`src/rtl/tick_scheduler.sv`:
```
// -----------------------------------------------------------------------------
// tick_scheduler
//
// Replay controller that walks the price ROM and hands one sample to the TLU
// every programmable tick period. A start/stop FSM (IDLE, WAIT_TICK, FETCH,
// ISSUE) replaces a free-running enable counter. Samples are fetched with the
// ROM's one-cycle read latency in mind. The controller holds a sample while
// the TLU deasserts ready, stops after a programmed sample count, and flags
// any tick it had to drop.
//
// Ports
//   clk           sole clock, rising edge
//   rst           synchronous, active-high reset
//   start         begin a replay (only looked at in IDLE)
//   stop          abort a replay (any state, beats everything but rst)
//   tick_period   cycles per sample, latched on start, clamped to >= 3
//   num_samples   samples to replay, latched on start
//   rom_addr      registered ROM address
//   rom_dout      ROM read data (registered ROM, 1-cycle latency)
//   tlu_ready     TLU can accept a sample this cycle
//   tlu_enable    sample-issue strobe to the TLU
//   tlu_data      registered sample presented to the TLU
//   busy          high in every state except IDLE
//   done          one-cycle pulse after the final sample is accepted
//   overrun       sticky flag: a tick arrived while a sample was in flight
//   sample_count  samples accepted in the current run
// -----------------------------------------------------------------------------
module tick_scheduler #(
  parameter int DATA_WIDTH   = 8,
  parameter int ADDR_WIDTH   = 16,
  parameter int PERIOD_WIDTH = 16
) (
  input  logic                    clk,
  input  logic                    rst,
  input  logic                    start,
  input  logic                    stop,
  input  logic [PERIOD_WIDTH-1:0] tick_period,
  input  logic [ADDR_WIDTH-1:0]   num_samples,
  output logic [ADDR_WIDTH-1:0]   rom_addr,
  input  logic [DATA_WIDTH-1:0]   rom_dout,
  input  logic                    tlu_ready,
  output logic                    tlu_enable,
  output logic [DATA_WIDTH-1:0]   tlu_data,
  output logic                    busy,
  output logic                    done,
  output logic                    overrun,
  output logic [ADDR_WIDTH-1:0]   sample_count
);

  typedef enum logic [1:0] {
    IDLE      = 2'd0,
    WAIT_TICK = 2'd1,
    FETCH     = 2'd2,
    ISSUE     = 2'd3
  } state_t;

  state_t                  state_reg, state_next;
  logic [PERIOD_WIDTH-1:0] period_reg, period_next;
  logic [ADDR_WIDTH-1:0]   limit_reg, limit_next;
  logic [PERIOD_WIDTH-1:0] tick_cnt_reg, tick_cnt_next;
  logic [ADDR_WIDTH-1:0]   rom_addr_reg, rom_addr_next;
  logic [DATA_WIDTH-1:0]   tlu_data_reg, tlu_data_next;
  logic [ADDR_WIDTH-1:0]   sample_count_reg, sample_count_next;
  logic                    overrun_reg, overrun_next;
  logic                    done_reg, done_next;

  logic                    tick;
  logic [ADDR_WIDTH-1:0]   count_plus_one;

  // period_reg is never below 3 once a run is active, so P-1 cannot underflow
  // while the tick is qualified by a non-IDLE state.
  assign tick           = (state_reg != IDLE) &&
                          (tick_cnt_reg == period_reg - PERIOD_WIDTH'(1));
  assign count_plus_one = sample_count_reg + ADDR_WIDTH'(1);

  assign tlu_enable   = (state_reg == ISSUE) && tlu_ready && !stop;
  assign busy         = (state_reg != IDLE);
  assign done         = done_reg;
  assign overrun      = overrun_reg;
  assign rom_addr     = rom_addr_reg;
  assign tlu_data     = tlu_data_reg;
  assign sample_count = sample_count_reg;

  always_comb begin
    state_next        = state_reg;
    period_next       = period_reg;
    limit_next        = limit_reg;
    tick_cnt_next     = tick_cnt_reg;
    rom_addr_next     = rom_addr_reg;
    tlu_data_next     = tlu_data_reg;
    sample_count_next = sample_count_reg;
    overrun_next      = overrun_reg;
    done_next         = 1'b0;

    // The tick counter free-runs through every active state so that ticks
    // stay on a fixed grid even when a sample is stalled by the TLU.
    if (state_reg != IDLE) begin
      tick_cnt_next = tick ? '0 : tick_cnt_reg + PERIOD_WIDTH'(1);
    end

    if (stop) begin
      // Abort: overrun and sample_count are left alone for inspection.
      state_next    = IDLE;
      tick_cnt_next = '0;
    end else begin
      case (state_reg)
        IDLE: begin
          if (start) begin
            limit_next        = num_samples;
            period_next       = (tick_period < PERIOD_WIDTH'(3)) ?
                                PERIOD_WIDTH'(3) : tick_period;
            rom_addr_next     = '0;
            sample_count_next = '0;
            overrun_next      = 1'b0;
            tick_cnt_next     = '0;
            if (num_samples == '0) begin
              done_next = 1'b1;
            end else begin
              state_next = WAIT_TICK;
            end
          end
        end

        WAIT_TICK: begin
          if (tick) begin
            state_next = FETCH;
          end
        end

        FETCH: begin
          // rom_addr has been stable long enough that rom_dout is valid here.
          tlu_data_next = rom_dout;
          state_next    = ISSUE;
          if (tick) begin
            overrun_next = 1'b1;
          end
        end

        ISSUE: begin
          if (tick) begin
            overrun_next = 1'b1;
          end
          if (tlu_ready) begin
            rom_addr_next     = rom_addr_reg + ADDR_WIDTH'(1);
            sample_count_next = count_plus_one;
            if (count_plus_one == limit_reg) begin
              state_next = IDLE;
              done_next  = 1'b1;
            end else begin
              state_next = WAIT_TICK;
            end
          end
        end

        default: begin
          state_next = IDLE;
        end
      endcase
    end
  end

  always_ff @(posedge clk) begin
    if (rst) begin
      state_reg        <= IDLE;
      period_reg       <= '0;
      limit_reg        <= '0;
      tick_cnt_reg     <= '0;
      rom_addr_reg     <= '0;
      tlu_data_reg     <= '0;
      sample_count_reg <= '0;
      overrun_reg      <= 1'b0;
      done_reg         <= 1'b0;
    end else begin
      state_reg        <= state_next;
      period_reg       <= period_next;
      limit_reg        <= limit_next;
      tick_cnt_reg     <= tick_cnt_next;
      rom_addr_reg     <= rom_addr_next;
      tlu_data_reg     <= tlu_data_next;
      sample_count_reg <= sample_count_next;
      overrun_reg      <= overrun_next;
      done_reg         <= done_next;
    end
  end

endmodule

```
`config.mk`:
```
export PLATFORM = sky130hd
export DESIGN_NAME = tick_scheduler
export DESIGN_NICKNAME = d
export VERILOG_FILES = /design/src/rtl/tick_scheduler.sv
export SDC_FILE = /design/constraint.sdc
export NUM_CORES = 1
export LEC_CHECK = 0
export CORE_ASPECT_RATIO = 1.4
export CORE_MARGIN = 2
export CORE_UTILIZATION = 54
export CTS_BUF_LIST = sky130_fd_sc_hd__clkbuf_16
export DETAILED_ROUTE_END_ITERATION = 12
export PLACE_DENSITY = 0.78
export RECOVER_POWER = 100
export SKIP_CTS_REPAIR_TIMING = 1
export SYNTH_ARGS = -nofsm -noshare
export SYNTH_HDL_FRONTEND = slang
export SYNTH_SLANG_ARGS = --single-unit
export TNS_END_PERCENT = 20
```
`constraint.sdc`:
```
create_clock -name clk -period 3.9 [get_ports clk]
set_clock_uncertainty 0.05 [all_clocks]
set_input_delay 0.39 -clock clk [delete_from_list [all_inputs] [get_ports clk]]
set_output_delay 0.39 -clock clk [all_outputs]
set_load 0.01 [all_outputs]
```
==> flow_summary_export.csv <==
group,metric,value,unit
status,status,"finished, violations left",
status,violations,"capacitance limit, slew limit",
power_and_ir_drop,power_frac_clock,0.399,
timing,grt_setup_unrepaired,"no",
yosys,synth_edf_count,0,
die,fp.coreArea,9350,sq um
die,ios,89,
power_and_ir_drop,seqPwrFrac,0.468,
worst_setup_path,reg2reg_depth,9,
place,io_buffer_count,88,
worst_setup_path,cp.arrival,3.62,ns
yosys,postSynthAreaPerCell,7.96,sq um
drt,via_per_inst,5.99,
drt,firstDrtPassIters,5,
timing,slew_violations,34,
finish,syn_to_final_growth,21.0,%
drt,drc,0,
place,hpwl,10300,um
min_path,holdPathEnd,"tlu_data[7]",
yosys,synth-seq-cells,92,
yosys,seq_area_frac_synth,0.358,
min_path,min_from,"rst",
timing,fin_crit,3.45,ns
finish,nets,766,
finish,drive_above_1_share,0.0557,
worst_setup_path,cp_max_fo,14,
drt,drt_iter0_markers,214,
global_route,grt_max_degree,53,
worst_setup_path,worst-r2r-setup-slack,0.45,ns
global_route,busiest_layer,"met2",
yosys,async_reset_ff_frac,0,
power_and_ir_drop,p_comb_frac,0.133,
yosys,synthFlopType,"dfxtp_1",
global_route,grt_pass1_vias,4942,
yosys,synthTopCellsByArea,"dfxtp_1 (36%), nand2_1 (8.3%), xor2_1 (6.0%)",
clocking,cts_buffer_depth,2,
yosys,synth_nets,700,
die,die_h,120,um
clocking,cts.sinks,92,
yosys,yosysWarningCount,0,
timing,hold_violations,0,
drt,vias,4959,
place,placed_cell_area,6000,sq um
min_path,min_path_type,"in2reg",
timing,fmax,290,MHz
min_path,holdPathStages,2,
clocking,htreeDepth,3,
timing,slew-limit-headroom,-0.197,
worst_setup_path,reg2reg_from,"period_reg[0]",
worst_setup_path,r2r_end,"tick_cnt_reg[3]",
clocking,root_buffer,"clkbuf_16",
clocking,clock_latency,0.35,ns
power_and_ir_drop,p_leak,2.32,nW
finish,fillers,825,
global_route,grt_pass1_wl,22900,um
finish,multi_input_area,3010,sq um
global_route,gr-usage-met1,0.310,
clocking,cts_buffers,9,
job,maxCapViolations,1,
drt,antenna_left,0,
power_and_ir_drop,power.density,339,nW/um^2
global_route,grt_use_total,0.278,
place,finalWeightedCongestion,0.919,
global_route,overflow,0,
timing,finalSetupTns,0,ns
worst_setup_path,criticalPathCategory,"reg2reg",
yosys,synth_cell_type_count,68,
clocking,clk_pin_slew_worst_paths,0.07,ns
clocking,tritoncts,"done",
global_route,antenna_found_initial,0,
timing,worst_slew_pin_slew,1.80,ns
drt,finalWirelength,13900,um
worst_setup_path,start_kind,"flip-flop",
power_and_ir_drop,switching_power,0.000582,W
global_route,globalRouteMet2Util,0.480,
power_and_ir_drop,p_sw_frac,0.276,
power_and_ir_drop,p_int,0.00153,W
die,rows,42,
finish,final_area,6230,sq um
worst_setup_path,crit_required,4.08,ns
finish,antennaDiodeCount,0,
yosys,netlist_area,5150,sq um
power_and_ir_drop,irDropWorstVdd,0.000205,V
yosys,synthCells,647,
drt,wl_per_cell,16.8,um
die,start_util,0.550,
finish,register_area,1840,sq um
timing,setup_violations,0,
die,die_area,10300,sq um
worst_setup_path,end_kind,"flip-flop",
yosys,yosys.area.top_type,"dfxtp_1",
global_route,gr-usage-met3,0.0488,
timing,period_share,0.884,
die,die-width,86.5,um
yosys,synth_top_area_frac,0.358,
-- power groups by stage --
| stage | sequential [W] | combinational [W] | clock [W] |
|---|---|---|---|
| floorplan | 0.000999 | 0.000200 | 0 |
| global placement | 0.00101 | 0.000279 | 0 |
| detailed placement | 0.00101 | 0.000286 | 0 |
| CTS | 0.000988 | 0.000288 | 0.000852 |
| global route | 0.000991 | 0.000310 | 0.000887 |
| finish | 0.000989 | 0.000281 | 0.000843 |
-- cells in the mapped netlist, types with 12 or more instances --
cell / count
nand4_1: 16
nand2_1: 114
inv_1: 15
nor4_1: 13
xor2_1: 35
clkbuf_1: 24
a21oi_1: 58
nor2_1: 51
or3_1: 12
nand3_1: 18
dfxtp_1: 92
o21ai_0: 12
xnor2_1: 29
nor3_1: 18
-- worst max-delay path by stage --
| stage | startpoint | end | slack [ns] | cells past startpoint |
|---|---|---|---|---|
| after floorplan | period_reg[0] | tick_cnt_reg[13] | 1.03 | 11 |
| after global placement | period_reg[0] | tick_cnt_reg[3] | 0.84 | 9 |
| after detailed placement | period_reg[0] | tick_cnt_reg[4] | 0.66 | 9 |
| after CTS | period_reg[0] | tick_cnt_reg[3] | 0.65 | 9 |
| after global routing | state_reg[0] | rom_addr[15] | 0.33 | 7 |
| final | period_reg[0] | tick_cnt_reg[3] | 0.45 | 9 |
-- cells by family after synthesis --
kind of cell    Yosys count  synth area share
compound gates          114             0.145
buf+inv                  52            0.0496
fa+ha+maj                 8            0.0194
xor+xnor                 64             0.109
mux                      11            0.0219
flops                    92             0.358
simple gates            306             0.298
-- per-stage QoR --
step	hold WS [ns]	setup WS [ns]	power, W	cells	util
global route	0.296	0.326	0.00219	828	0.666
detailed placement	0.415	0.656	0.00130	812	0.641
CTS	0.293	0.646	0.00213	828	0.672
finish	0.296	0.454	0.00211	828	0.666
global placement	0.411	0.837	0.00129	812	0.641
floorplan	0.396	1.03	0.00120	647	-
-- cells in the final DEF, fill, tap and decap left out, types with 6 or more instances in the layout --
cell type        count
nand2_1            114
dfxtp_1             92
a21oi_1             58
nor2_1              55
clkdlybuf4s50_1     44
dlygate4sd3_1       43
xor2_1              35
xnor2_1             29
nand3_1             18
nor3_1              18
nand4_1             16
inv_1               15
nor4_1              13
o21ai_0             12
or3_1               12
and3_1              10
mux2i_1              9
clkbuf_16            9
ha_1                 8
nor2b_1              7
or4_1                7
nor2_2               6
-- area by class of cell --
type,instances,share of cell area
clock buffers,9,0.0362
flip-flops and latches,92,0.296
well taps,110,0.0221
clock inverters,7,0.00944
repair buffers,92,0.144
inverters,15,0.00904
multi-input cells,503,0.483
-- critical path: stages, from the launching register on --
cell       delay (ns)
dfxtp_1          0.35
inv_1            0.09
ha_1             0.23
or3b_1           0.49
or4_1            0.55
a2111oi_0        0.53
nand4_1          0.21
nor3_1           0.34
a21o_2           0.39
nor2_1           0.09
-- routing by layer --
metal  vias up  wire, um
li1       2401         -
met5         -         0
met1      2328      5330
met2       171      7110
met4         0       787
met3        59       688
(Power assumes the default switching activity.)
==> patch 1 (config.mk and constraints unchanged) <==
Change the parameter `PERIOD_WIDTH` from 16 to 32.
--- a/src/rtl/tick_scheduler.sv
+++ b/src/rtl/tick_scheduler.sv
@@ -30,3 +30,3 @@
   parameter int ADDR_WIDTH   = 16,
-  parameter int PERIOD_WIDTH = 16
+  parameter int PERIOD_WIDTH = 32
 ) (
Interface: changed (resized tick_period); port bits go from 89 to 105. The function was not compared with the original's and may differ.
==> patch 1 against the original RTL <==
The flow still finishes with violations (capacitance limit, slew limit). Cell area is 37% higher. Utilization increased by 0.63 points. Wire length rose by 36%. Non-clock buffer count is 25 higher. Power grew 62%. Fmax decreased by 1.6%. Critical path depth increased by 2. Count of clock-buffer cells in the layout up 8. Sequential cell count rose by 32. Synthesized area up 35%. Worst setup slack got worse by 0.056 ns. Critical path type unchanged.
==> patch 1: results <==
[run_status]
status = finished, violations left
violations = capacitance limit, slew limit

[detailed_routing]
drtPass1Iterations = 5
drt_iter0_drc = 300
routedWlPerCell_um = 16.7
vias_per_cell = 5.84

[final_layout]
final_net_count = 1034
drive_gt1_share_pct = 6.13
antenna_cells = 0
fill_cells = 1067

[timing]
setup_violations = 0
relSlewSlack_pct = -21.1
final_max_slew_viol_count = 49

[synthesis]
syn_nets = 953
ys_seq_area_share_pct = 35.8
yosys-top-cells-count = nand2_1 (157), dfxtp_1 (124), a21oi_1 (75)
yosys-top-cells-area = dfxtp_1 (36%), nand2_1 (8.5%), xor2_1 (7.4%)
yosysWarningCount = 0
synthFlopType = dfxtp_1
yosys.cell_types.count = 65
async_flop_share_pct = 0
netlist_area_mm2 = 0.00694

[global_routing]
met1_usage_pct = 32.1
grt_max_degree = 49
antenna_found_initial = 0
use_met2_pct = 49.4
grt_first_pass_wirelength_um = 31100
use_met3_pct = 4.90
grt_usage_pct = 28.0
grt_pass1_vias = 6505

[min_path]
hold_class = reg2reg

[cts]
htreeDepth = 4
clkLatencyLatePin_ns = 0.42
clockBufferDepth = 2
path_clk_slew_ns = 0.06
cts-root-buf = clkbuf_16
cts_made_buffers = 17

[worst_setup_path]
path_max_fanout = 30
cp.arrival_ns = 3.76

[place]
hpwl_um = 13900
portBuffers = 104
gp_congestion = 0.927

[power_and_ir_drop]
leakagePower_nw = 3.17
irDropWorstVdd_mv = 0.272

[job]
drv_cap = 1
-- patch 1: changes by cell type after synthesis, moves of 13 or more --
cell,delta
xor2_1,+24
nor2_2,+20
nand2_1,+43
nor4_1,+16
xnor2_1,+14
nand4_1,+13
clkbuf_1,+15
a21oi_1,+17
dfxtp_1,+32
-- patch 1: cells by family after synthesis --
group | count (synthesis) | share of synthesized area [%]
flops | 124 | 35.8
simple gates | 434 | 31.3
compound gates | 136 | 12.4
buf+inv | 67 | 4.31
xor+xnor | 102 | 12.9
mux | 13 | 1.91
fa+ha+maj | 8 | 1.44
-- patch 1: layout make-up --
cell class / instances / area share [%]
Multi-Input combinational cell: 693 / 48.1
Sequential cell: 124 / 29.1
Timing Repair Buffer: 117 / 13.3
Clock buffer: 17 / 4.99
Tap cell: 153 / 2.24
Clock inverter: 15 / 1.76
Inverter: 12 / 0.528
-- patch 1: worst paths after layout --
kind | slack [ns] | end | cells past startpoint | from
setup / recovery | 0.40 | tick_cnt_reg[14] | 11 | period_reg[0]
hold / removal | 0.42 | limit_reg[2] | 2 | limit_reg[2]
setup reg to reg | 0.40 | tick_cnt_reg[14] | 11 | period_reg[0]
hold reg to reg | 0.42 | limit_reg[2] | 2 | limit_reg[2]
-- patch 1: where the power goes --
group	internal, mW	total (mW)	switching (mW)
Combinational	0.232	0.518	0.286
Sequential	1.30	1.34	0.0430
Clock	0.936	1.55	0.615
Total	2.47	3.41	0.944
-- patch 1: stage by stage --
| stage | setup slack (ns) | cell area (um2) | hold slack, ns | util, % | std cells |
|---|---|---|---|---|---|
| floorplan | 0.651 | 6940 | 0.398 | - | 884 |
| global placement | 0.204 | 8040 | 0.406 | 63.3 | 1099 |
| detailed placement | 0.123 | 8040 | 0.410 | 63.3 | 1099 |
| CTS | 0.110 | 8610 | 0.418 | 67.9 | 1131 |
| global route | 0.162 | 8530 | 0.435 | 67.2 | 1131 |
| finish | 0.398 | 8530 | 0.418 | 67.2 | 1131 |
-- patch 1: routing by layer --
layer | vias up | wire, um
met5 | - | 0
met4 | 0 | 733
met3 | 54 | 815
met2 | 195 | 9830
met1 | 3098 | 7550
li1 | 3258 | -
-- patch 1: worst max-delay path, stage by stage (launching register included) --
cell       delay, ns
dfxtp_1         0.35
inv_1           0.09
ha_1            0.22
nor3b_4         0.36
nand3_1         0.25
or3_1           0.48
nor4b_1         0.33
o2111ai_1       0.14
or4_4           0.59
o211ai_4        0.22
buf_12          0.21
nor2_1          0.07
==> patch 2 (same settings) <==
Without the edit above. `tlu_data_reg` no longer has a reset.
--- a/src/rtl/tick_scheduler.sv
+++ b/src/rtl/tick_scheduler.sv
@@ -168,3 +168,2 @@
       rom_addr_reg     <= '0;
-      tlu_data_reg     <= '0;
       sample_count_reg <= '0;
@@ -178,3 +177,2 @@
       rom_addr_reg     <= rom_addr_next;
-      tlu_data_reg     <= tlu_data_next;
       sample_count_reg <= sample_count_next;
@@ -185,2 +183,6 @@
 
+  always_ff @(posedge clk) begin
+    tlu_data_reg <= tlu_data_next;
+  end
+
 endmodule
Check against the original RTL: differs if rst is asserted again (counterexample within 10 cycles, from zero or initial values and one cycle with rst high); with rst held inactive, the same outputs for 10 cycles.
==> patch 2 against the original RTL <==
The flow still finishes with violations (capacitance limit, slew limit). Non-clock buffer count stayed put. Worst setup slack worse by 0.14 ns. Hold slack better by 0.12 ns. Power is 6.9% higher. Sequential cell count stayed put. First-iteration DRC count is 1.9% higher. Cell area is 0.56% lower. Critical path depth stayed put. Wire length is 7.4% lower. Final cell count is 2.3% lower. Synthesized area is 2.9% lower.
==> patch 2: results <==
[run_status]
status = finished, violations left
violations = capacitance limit, slew limit

[synthesis]
synthXorXnorAreaFrac_pct = 10.9
synth-edff-count = 8
synth_compound_gate_area_share_pct = 14.7
yosys.area_share.adder_pct = 2.00
synth_area_per_cell_um2 = 7.90
syn_nets = 686
yosys.cell_types.count = 61
yosys-top-cells-area = dfxtp_1 (34%), nand2_1 (8.3%), xor2_1 (6.8%)

[min_path]
hold_class = reg2reg
hold_start = limit_reg[11]

[place]
pre_cts_ws_ns = 0.514
gp_congestion = 0.838
dp.cells = 793
place_area_mm2 = 0.00589
hpwl_um = 9620

[worst_setup_path]
cp.arrival_ns = 3.74
timing.rr.end = tick_cnt_reg[5]
cp_slowest_cell = or4b_1
reg2reg_slack_ns = 0.32

[timing]
relSlewSlack_pct = -21.4
final_max_slew_viol_count = 34
whs_ns = 0.421
fin_crit_ns = 3.58

[job]
drv_cap = 1

[global_routing]
grt_pass1_vias = 4657
grt_usage_pct = 26.2
grt_first_pass_wirelength_um = 21700
grt_max_degree = 54

[detailed_routing]
drtPass1Iterations = 4
drt_wl_total_um = 12900

[final_layout]
final_net_count = 750
fill_cells = 782

[power_and_ir_drop]
leakagePower_nw = 2.36
irDropWorstVdd_mv = 0.279
## patch 2: cell types whose count changed after synthesis, moves of 6 or more
cell,delta
clkbuf_1,+9
xnor2_1,-6
mux2i_1,-7
edfxtp_1,+8
nor3_1,+7
dfxtp_1,-8
## patch 2: cell type report
type                            count  share of cell area (%)
Sequential cell                    92                    31.0
Clock inverter                      7                    1.58
Tap cell                          107                    2.16
Inverter                           18                    1.09
Timing Repair Buffer               92                    14.5
Clock buffer                        9                    3.64
Multi-Input combinational cell    484                    46.0
## patch 2: metal layers
layer	GRT usage [%]	vias up	wire length, um
met2	46.1	132	6760
li1	-	2338	-
met3	3.23	32	530
met4	13.4	0	432
met5	0	-	0
met1	30.6	2267	5170
## patch 2: where the power goes
part / internal, mW / switching [mW]
sequential: 0.975 / 0.0302
clock: 0.566 / 0.372
combinational: 0.141 / 0.174
## patch 2: worst min-delay path, stage by stage (launching register included)
cell and delay (ns):
dfxtp_1 0.32, nand2_1 0.06, a21oi_1 0.05
